--- src/rtl/fft_frame_sequencer.sv ---
// Frame sequencer in front of the FFT pipeline: gates 4-lane sample words under start/stop/sync
// control and stamps each word with its in-frame index.
module fft_frame_sequencer #(
    parameter int unsigned BITWIDTH  = 7,
    parameter int unsigned FFT_POINT = 512
) (
    input  logic                  clk,
    input  logic                  rst,
    input  logic                  start,
    input  logic                  stop,
    input  logic                  sync_sel,
    input  logic                  ext_sync,
    input  logic                  din_valid,
    input  logic [15:0]           din0,
    input  logic [15:0]           din1,
    input  logic [15:0]           din2,
    input  logic [15:0]           din3,
    output logic                  en_sync_out,
    output logic [BITWIDTH+1:0]   cnt_sync_out,
    output logic [15:0]           dout0,
    output logic [15:0]           dout1,
    output logic [15:0]           dout2,
    output logic [15:0]           dout3,
    output logic                  busy,
    output logic [31:0]           frame_cnt,
    output logic                  gap_err
);

    localparam int unsigned IDX_W    = BITWIDTH + 2;
    localparam int unsigned SAMPLE_W = 16;
    localparam int unsigned FCNT_W   = 32;
    localparam logic [IDX_W-1:0] LAST_IDX = IDX_W'(FFT_POINT - 4);
    localparam logic [IDX_W-1:0] IDX_STEP = IDX_W'(4);

    typedef enum logic [1:0] {
        IDLE  = 2'd0,
        ARM   = 2'd1,
        RUN   = 2'd2,
        DRAIN = 2'd3
    } state_t;

    state_t               state_q, state_d;
    logic [IDX_W-1:0]     idx_q, idx_d;
    logic                 en_d;
    logic [IDX_W-1:0]     cnt_d;
    logic [SAMPLE_W-1:0]  dout0_d, dout1_d, dout2_d, dout3_d;
    logic [FCNT_W-1:0]    frame_d;
    logic                 gap_d;
    logic                 active;

    logic                 sync_s1, sync_s2, sync_s3, sync_rise;

    // ext_sync synchronizer and registered rising-edge detect
    always_ff @(posedge clk or negedge rst) begin
        if (!rst) begin
            sync_s1   <= 1'b0;
            sync_s2   <= 1'b0;
            sync_s3   <= 1'b0;
            sync_rise <= 1'b0;
        end else begin
            sync_s1   <= ext_sync;
            sync_s2   <= sync_s1;
            sync_s3   <= sync_s2;
            sync_rise <= sync_s2 & ~sync_s3;
        end
    end

    // Next-state, index and output-word computation
    always_comb begin
        state_d = state_q;
        idx_d   = idx_q;
        en_d    = 1'b0;
        cnt_d   = cnt_sync_out;
        dout0_d = dout0;
        dout1_d = dout1;
        dout2_d = dout2;
        dout3_d = dout3;
        frame_d = frame_cnt;
        gap_d   = gap_err;
        active  = 1'b0;

        case (state_q)
            IDLE: begin
                if (start && !stop) begin
                    state_d = ARM;
                    idx_d   = '0;
                    frame_d = '0;
                    gap_d   = 1'b0;
                end
            end
            ARM: begin
                if (stop)
                    state_d = IDLE;
                else if (!sync_sel || sync_rise)
                    state_d = RUN;
            end
            RUN: begin
                active = 1'b1;
                if (stop)
                    state_d = (idx_q == '0 && !din_valid) ? IDLE : DRAIN;
            end
            DRAIN: begin
                // Index 0 here means the stop edge itself closed the frame
                if (idx_q == '0) begin
                    state_d = IDLE;
                end else begin
                    active = 1'b1;
                    if (din_valid && idx_q == LAST_IDX)
                        state_d = IDLE;
                end
            end
            default: state_d = IDLE;
        endcase

        if (active) begin
            if (din_valid) begin
                en_d    = 1'b1;
                cnt_d   = idx_q;
                dout0_d = din0;
                dout1_d = din1;
                dout2_d = din2;
                dout3_d = din3;
                idx_d   = idx_q + IDX_STEP;
                if (idx_q == LAST_IDX && frame_cnt != '1)
                    frame_d = frame_cnt + FCNT_W'(1);
            end else if (idx_q != '0) begin
                gap_d = 1'b1;
            end
        end
    end

    always_ff @(posedge clk or negedge rst) begin
        if (!rst) begin
            state_q      <= IDLE;
            idx_q        <= '0;
            busy         <= 1'b0;
            en_sync_out  <= 1'b0;
            cnt_sync_out <= '0;
            dout0        <= '0;
            dout1        <= '0;
            dout2        <= '0;
            dout3        <= '0;
            frame_cnt    <= '0;
            gap_err      <= 1'b0;
        end else begin
            state_q      <= state_d;
            idx_q        <= idx_d;
            busy         <= (state_d != IDLE);
            en_sync_out  <= en_d;
            cnt_sync_out <= cnt_d;
            dout0        <= dout0_d;
            dout1        <= dout1_d;
            dout2        <= dout2_d;
            dout3        <= dout3_d;
            frame_cnt    <= frame_d;
            gap_err      <= gap_d;
        end
    end

endmodule

--- config.mk ---
export PLATFORM = sky130hd
export DESIGN_NAME = fft_frame_sequencer
export DESIGN_NICKNAME = d
export VERILOG_FILES = /design/src/rtl/fft_frame_sequencer.sv
export SDC_FILE = /design/constraint.sdc
export NUM_CORES = 1
export LEC_CHECK = 0
export CORE_MARGIN = 1
export CORE_UTILIZATION = 50
export CTS_BUF_LIST = sky130_fd_sc_hd__clkbuf_8
export CTS_CLUSTER_DIAMETER = 150
export DETAILED_ROUTE_END_ITERATION = 16
export PLACE_DENSITY = 0.86
export SLEW_MARGIN = 10
export SYNTH_ARGS = -nofsm -noshare
export SYNTH_HDL_FRONTEND = slang
export SYNTH_SLANG_ARGS = --single-unit
--- constraint.sdc ---
create_clock -name clk -period 4.4 [get_ports clk]
set_input_delay 0.88 -clock clk [delete_from_list [all_inputs] [get_ports clk]]
set_output_delay 0.88 -clock clk [all_outputs]
set_load 0.05 [all_outputs]
Word-level counts from Yosys, hierarchy flattened
Cells that the tools add are included.
Word-level totals
  bits in registers: 123
  input port bits: 71
  output and inout port bits: 108
  logic and storage cells: 63
Operators by class
  add/sub/neg operators: 2
  eq/ne operators: 5
  mux-type cells: 26
  bitwise logic cells: 2
  reductions and logical operators: 13
Operator list (count)
  $mux 32: 5
  $mux 9: 4
  $add 32x1->32 const B: 1
  $ne 32x32->1 const B: 1
  $mux 2: 7
  $add 9x3->9 const B: 1
  $eq 9x9->1 const B: 1
  $logic_not 9->1: 1
  $reduce_bool 9->1: 1
  $mux 1: 8
  $pmux 2 s4: 1
  $eq 2x2->1 const B: 2
  $logic_and 1x1->1: 4
  $logic_not 1->1: 3
  $eq 2x1->1 const B: 1
  $logic_not 2->1: 1
  $pmux 1 s2: 1
  $reduce_and 2->1: 1
  $reduce_bool 2->1: 1
  $and 1x1->1: 1
  $logic_or 1x1->1: 1
  $not 1->1: 1

Longest topological paths before layout
  depth after elaboration: 7
  mapped depth: 9
  mapped depth without buffers: 8

Worst setup path after synthesis
No wires, ideal clock.
  path kind: input to register
  start point: input din_valid
  end point: register frame_cnt[28]
  library setup time: 0.085 ns
  arrival time: 2.034 ns
  required time: 4.315 ns
  slack: 2.281 ns
  stages: 5
  path buffers: 0
  path through: and4bb_2 > and4_1 > nand3_1 > nor4b_2 > mux2i_1
Between the ends
  cells in the longest elaborated chain, start to end: 2
Ends and longest elaborated chain
  start, declared: RTL line 13  | input logic din_valid,
  $mux 32: RTL line 116  | if (din_valid) begin
  $mux 32: RTL line 115  | if (active) begin
  named net frame_d[28]: RTL line 47  | logic [FCNT_W-1:0] frame_d;
  end signal, assigned: RTL line 155  | frame_cnt <= frame_d;
  end, declared: RTL line 25  | output logic [31:0] frame_cnt,
The timed path passes the listed nets, and every way through them passes these cells.
A chain may end at the register's enable or synchronous reset.

Final worst setup path
  start point: input din_valid
  end point: register dout0[5]
Between the ends
  cells in the longest elaborated chain, start to end: 1
Ends and longest elaborated chain
  $reduce_and 2->1 (no line)
  end signal, assigned: RTL line 151  | dout0 <= dout0_d;
  end, declared: RTL line 20  | output logic [15:0] dout0,
No other way between the ends.

==> run summary <==
The final sum of negative setup slack came out at 0 ns. Synthesis inferred 123 register bits. Synthesis produced a netlist with a net count of 500.

The post-route total power is 5.21 mW. The library cell used most frequently in the layout, excluding fill and tap cells, is sky130_fd_sc_hd__clkdlybuf4s50_1. The run finished with clean final reports. The worst path arrival time came out at 2.98 ns. The floorplan has 37 rows. The worst-case setup margin in the final layout is 1.72 ns. The filler cells instantiated in the layout total 689. The worst min-delay path category is reg -> reg. The clock insertion delay at the later pin of the skew report is 0.42 ns. The reported max-cap violation count came out at 0. The post-place setup slack came out at 1.31 ns.

The root buffer cell chosen for the clock tree is sky130_fd_sc_hd__clkbuf_8. The first-pass GRT wire length is 20.7 mm. The placer congestion estimate is 0.814.

The global-route usage over all layers is 24.4%. In this run, post-CTS repair resized a total of 0 instances. The total detailed-routing wirelength is 12.8 mm. The number of max-slew violations in the final report is 0. The number of nets in the layout is 683. The critical-path maximum fanout came out at 52.

The via count is 4,140. The core outline area is 10,400 µm². The die extent in x is 106 µm. The number of clock sinks came out at 123. The highest attainable clock frequency came out at 374 MHz.

In the detailed route, the total length drawn on met2 is 6.34 mm. The die covers 11,100 µm². Pin placement for this block handled 179 I/O pins. The synthesized cell area is 5360 µm². The worst-case IR drop observed on VDD is 0.562 mV.

The ratio of cells with drive above 1 in the final layout is 17.8%. The number of DRC violations after detailed-routing iteration 0 came out at 249. The detailed-route DRC error count is 0.

The clock transition time at the flip-flop clock pins of the worst setup and hold paths came out at 0.07 ns. The number of inserted diodes is 0. The maximum number of pins on one net before global-route repair is 64. The internal reg-to-reg setup slack is 1.84 ns. Setup violations remaining at the end of the flow were counted as 0.

The detail route stage leaves a number of antenna-violating nets equal to 0. The highest metal layer with signal wires is met4. The detailed-router iteration count before antenna repair is 5.

The signal on the critical path passes through clkdlybuf4s50_1, nand2_1, a31o_2, inv_2, buf_12, mux2_2. STA puts the critical path data required time at 4.71 ns. Buffers added to address setup during post-CTS repair amount to 0. Setup repair after global routing left no endpoint under its margin. STA classifies the critical path endpoint as a register. For this run, the number of Yosys warnings is 0. The number of antenna violations at the first check in global routing came out at 0. The number of enable flip-flop cells after synthesis came out at 0. The analysis attributes to cell leakage a power of 3.14 nW.

The hold slack came out at 0.365 ns. The slowest library cell on the worst path is sky130_fd_sc_hd__clkdlybuf4s50_1. The cell count after synthesis came out at 426. The final critical-path share of the clock period is 60.8%.

The HPWL after detailed placement is 9.17 mm. The measured slew at the worst slew-check pin is 0.926 ns. The maximum clock skew at final layout came out at 0.00674 ns. The H-tree was split into 4 levels. The CTS tree is built. The relative max-transition margin is 38.1%.

In this run the tool buffered the top-level ports with 178 buffer cells. The stage delay of the slowest cell on the critical path came out at 0.54 ns. The clock period minus final worst setup slack came out at 2.68 ns. The start-to-end type of the worst setup path is in -> reg. The share of flip-flops with an asynchronous set or reset came out at 100%. The vertical extent of the die came out at 106 µm. The share of the Yosys chip area taken by registers is 57.4%. Leaving out fill and tap cells, the most frequent cells in the layout are 177 x sky130_fd_sc_hd__clkdlybuf4s50_1, 123 x sky130_fd_sc_hd__dfrtp_1, 64 x sky130_fd_sc_hd__mux2_2.

The power per cell area is 681 nW/µm². The layout overhead on the synthesized area is 42.9%. The total congestion overflow is 0.

The count of buffer and inverter cells on the critical path came out at 3. The type of origin of the critical path is an input port. The met1 routed wirelength after detailed routing is 5.07 mm. The effective utilization at floorplan came out at 51.7%. The area of combinational cells with multiple inputs is 2110 µm². For this run, the leading register cell type out of synthesis is sky130_fd_sc_hd__dfrtp_1. The number of failing hold endpoints at the final stage is 0. The via density per instance is 5.46. In the detailed route, the total length drawn on met3 is 1.11 mm. The TritonCTS buffer count came out at 17. The count of hold-fix buffers inserted at cts is 0. On the critical path the largest part of the delay comes from buffers and inverters.

No sink is reached through more buffers than the 2 on the longest clock path. The average cell area after synthesis came out at 12.6 µm². The routed length per instance came out at 16.9 µm. The via count of the first global-routing pass came to 4,173.

After synthesis, the netlist uses 45 different library cells. In the final layout, flip-flops and latches occupy 3080 µm².
-- where the power goes --
group / switching (mW) / internal [mW]
clock network: 0.437 / 0.641
logic: 1.57 / 0.900
registers: 0.198 / 1.47
total: 2.20 / 3.01
-- kinds of logic (layout without fill, tap and decap cells) --
logic type      after synthesis  in the layout  share of synthesized area [%]
fa+ha+maj                     3              3                          0.700
flops                       123            123                           57.4
mux                          85             85                           17.5
compound gates               52             52                           6.56
buf+inv                      27            223                           3.15
xor+xnor                      3              3                          0.490
simple gates                133            133                           14.1
-- stage by stage --
| step | utilization, % | std cells | cell area, µm² |
|---|---|---|---|
| floorplan | - | 426 | 5360 |
| global placement | 69.6 | 726 | 7220 |
| detailed placement | 69.6 | 726 | 7220 |
| CTS | 73.8 | 758 | 7660 |
| global route | 73.8 | 758 | 7660 |
| finish | 73.8 | 758 | 7660 |
-- layer usage --
metal  track usage (%)  up-vias
li1                  -     1942
met1              28.8     2019
met5                 0        -
met3              9.96       22
met2              39.6      157
met4              9.92        0
-- worst reg2reg max path: stages, from the launching register on --
cell and delay [ns]:
sky130_fd_sc_hd__dfrtp_1 0.44, sky130_fd_sc_hd__inv_1 0.09, sky130_fd_sc_hd__ha_1 0.23, sky130_fd_sc_hd__nor4b_2 0.18, sky130_fd_sc_hd__a31o_2 0.37, sky130_fd_sc_hd__inv_2 0.40, sky130_fd_sc_hd__buf_12 0.34, sky130_fd_sc_hd__mux2_2 0.41
-- cell type report --
type,instances,area share (%)
Clock buffer,19,3.42
Clock inverter,13,2.27
Inverter,11,0.539
Multi-Input combinational cell,276,27.6
Sequential cell,123,40.2
Tap cell,136,2.22
Timing Repair Buffer,180,23.8
-- synthesized netlist by cell type, types with 7 or more instances --
library cell              instances  area share [%]
sky130_fd_sc_hd__nand3_1         18             1.7
sky130_fd_sc_hd__dfrtp_1        123              57
sky130_fd_sc_hd__nor2_1          12            0.84
sky130_fd_sc_hd__a21oi_1          9            0.84
sky130_fd_sc_hd__or4_1            7            0.98
sky130_fd_sc_hd__inv_1           10            0.70
sky130_fd_sc_hd__o31ai_1         12             1.7
sky130_fd_sc_hd__mux2_1           7             1.5
sky130_fd_sc_hd__nor4_1           7            0.82
sky130_fd_sc_hd__o21ai_0         17             1.6
sky130_fd_sc_hd__nor3_1          10            0.93
sky130_fd_sc_hd__mux2i_1         14             2.6
sky130_fd_sc_hd__buf_6            8             1.7
sky130_fd_sc_hd__nand4_1         15             1.8
sky130_fd_sc_hd__nand2_1         37             2.6
sky130_fd_sc_hd__mux2_2          64              13
-- registers in the layout, summed over array words and instances (netlist names) --
name,cells
idx_q,9
sync_rise,1
sync_s2,1
dout0,16
dout2,16
busy,1
dout3,16
state_q,2
frame_cnt,32
sync_s1,1
sync_s3,1
dout1,16
gap_err,1
en_sync_out,1
cnt_sync_out,9
-- worst paths after layout --
kind                                 from            to  cells after the start
worst min-delay path              sync_s1       sync_s2                      0
worst max register to register   idx_q[2]      dout0[5]                      7
worst min register to register    sync_s1       sync_s2                      0
min in group asynchronous             rst  frame_cnt[2]                      1
worst max-delay path            din_valid      dout0[5]                      6
max in group asynchronous             rst     dout2[12]                      2
(Power assumes the default switching activity.)
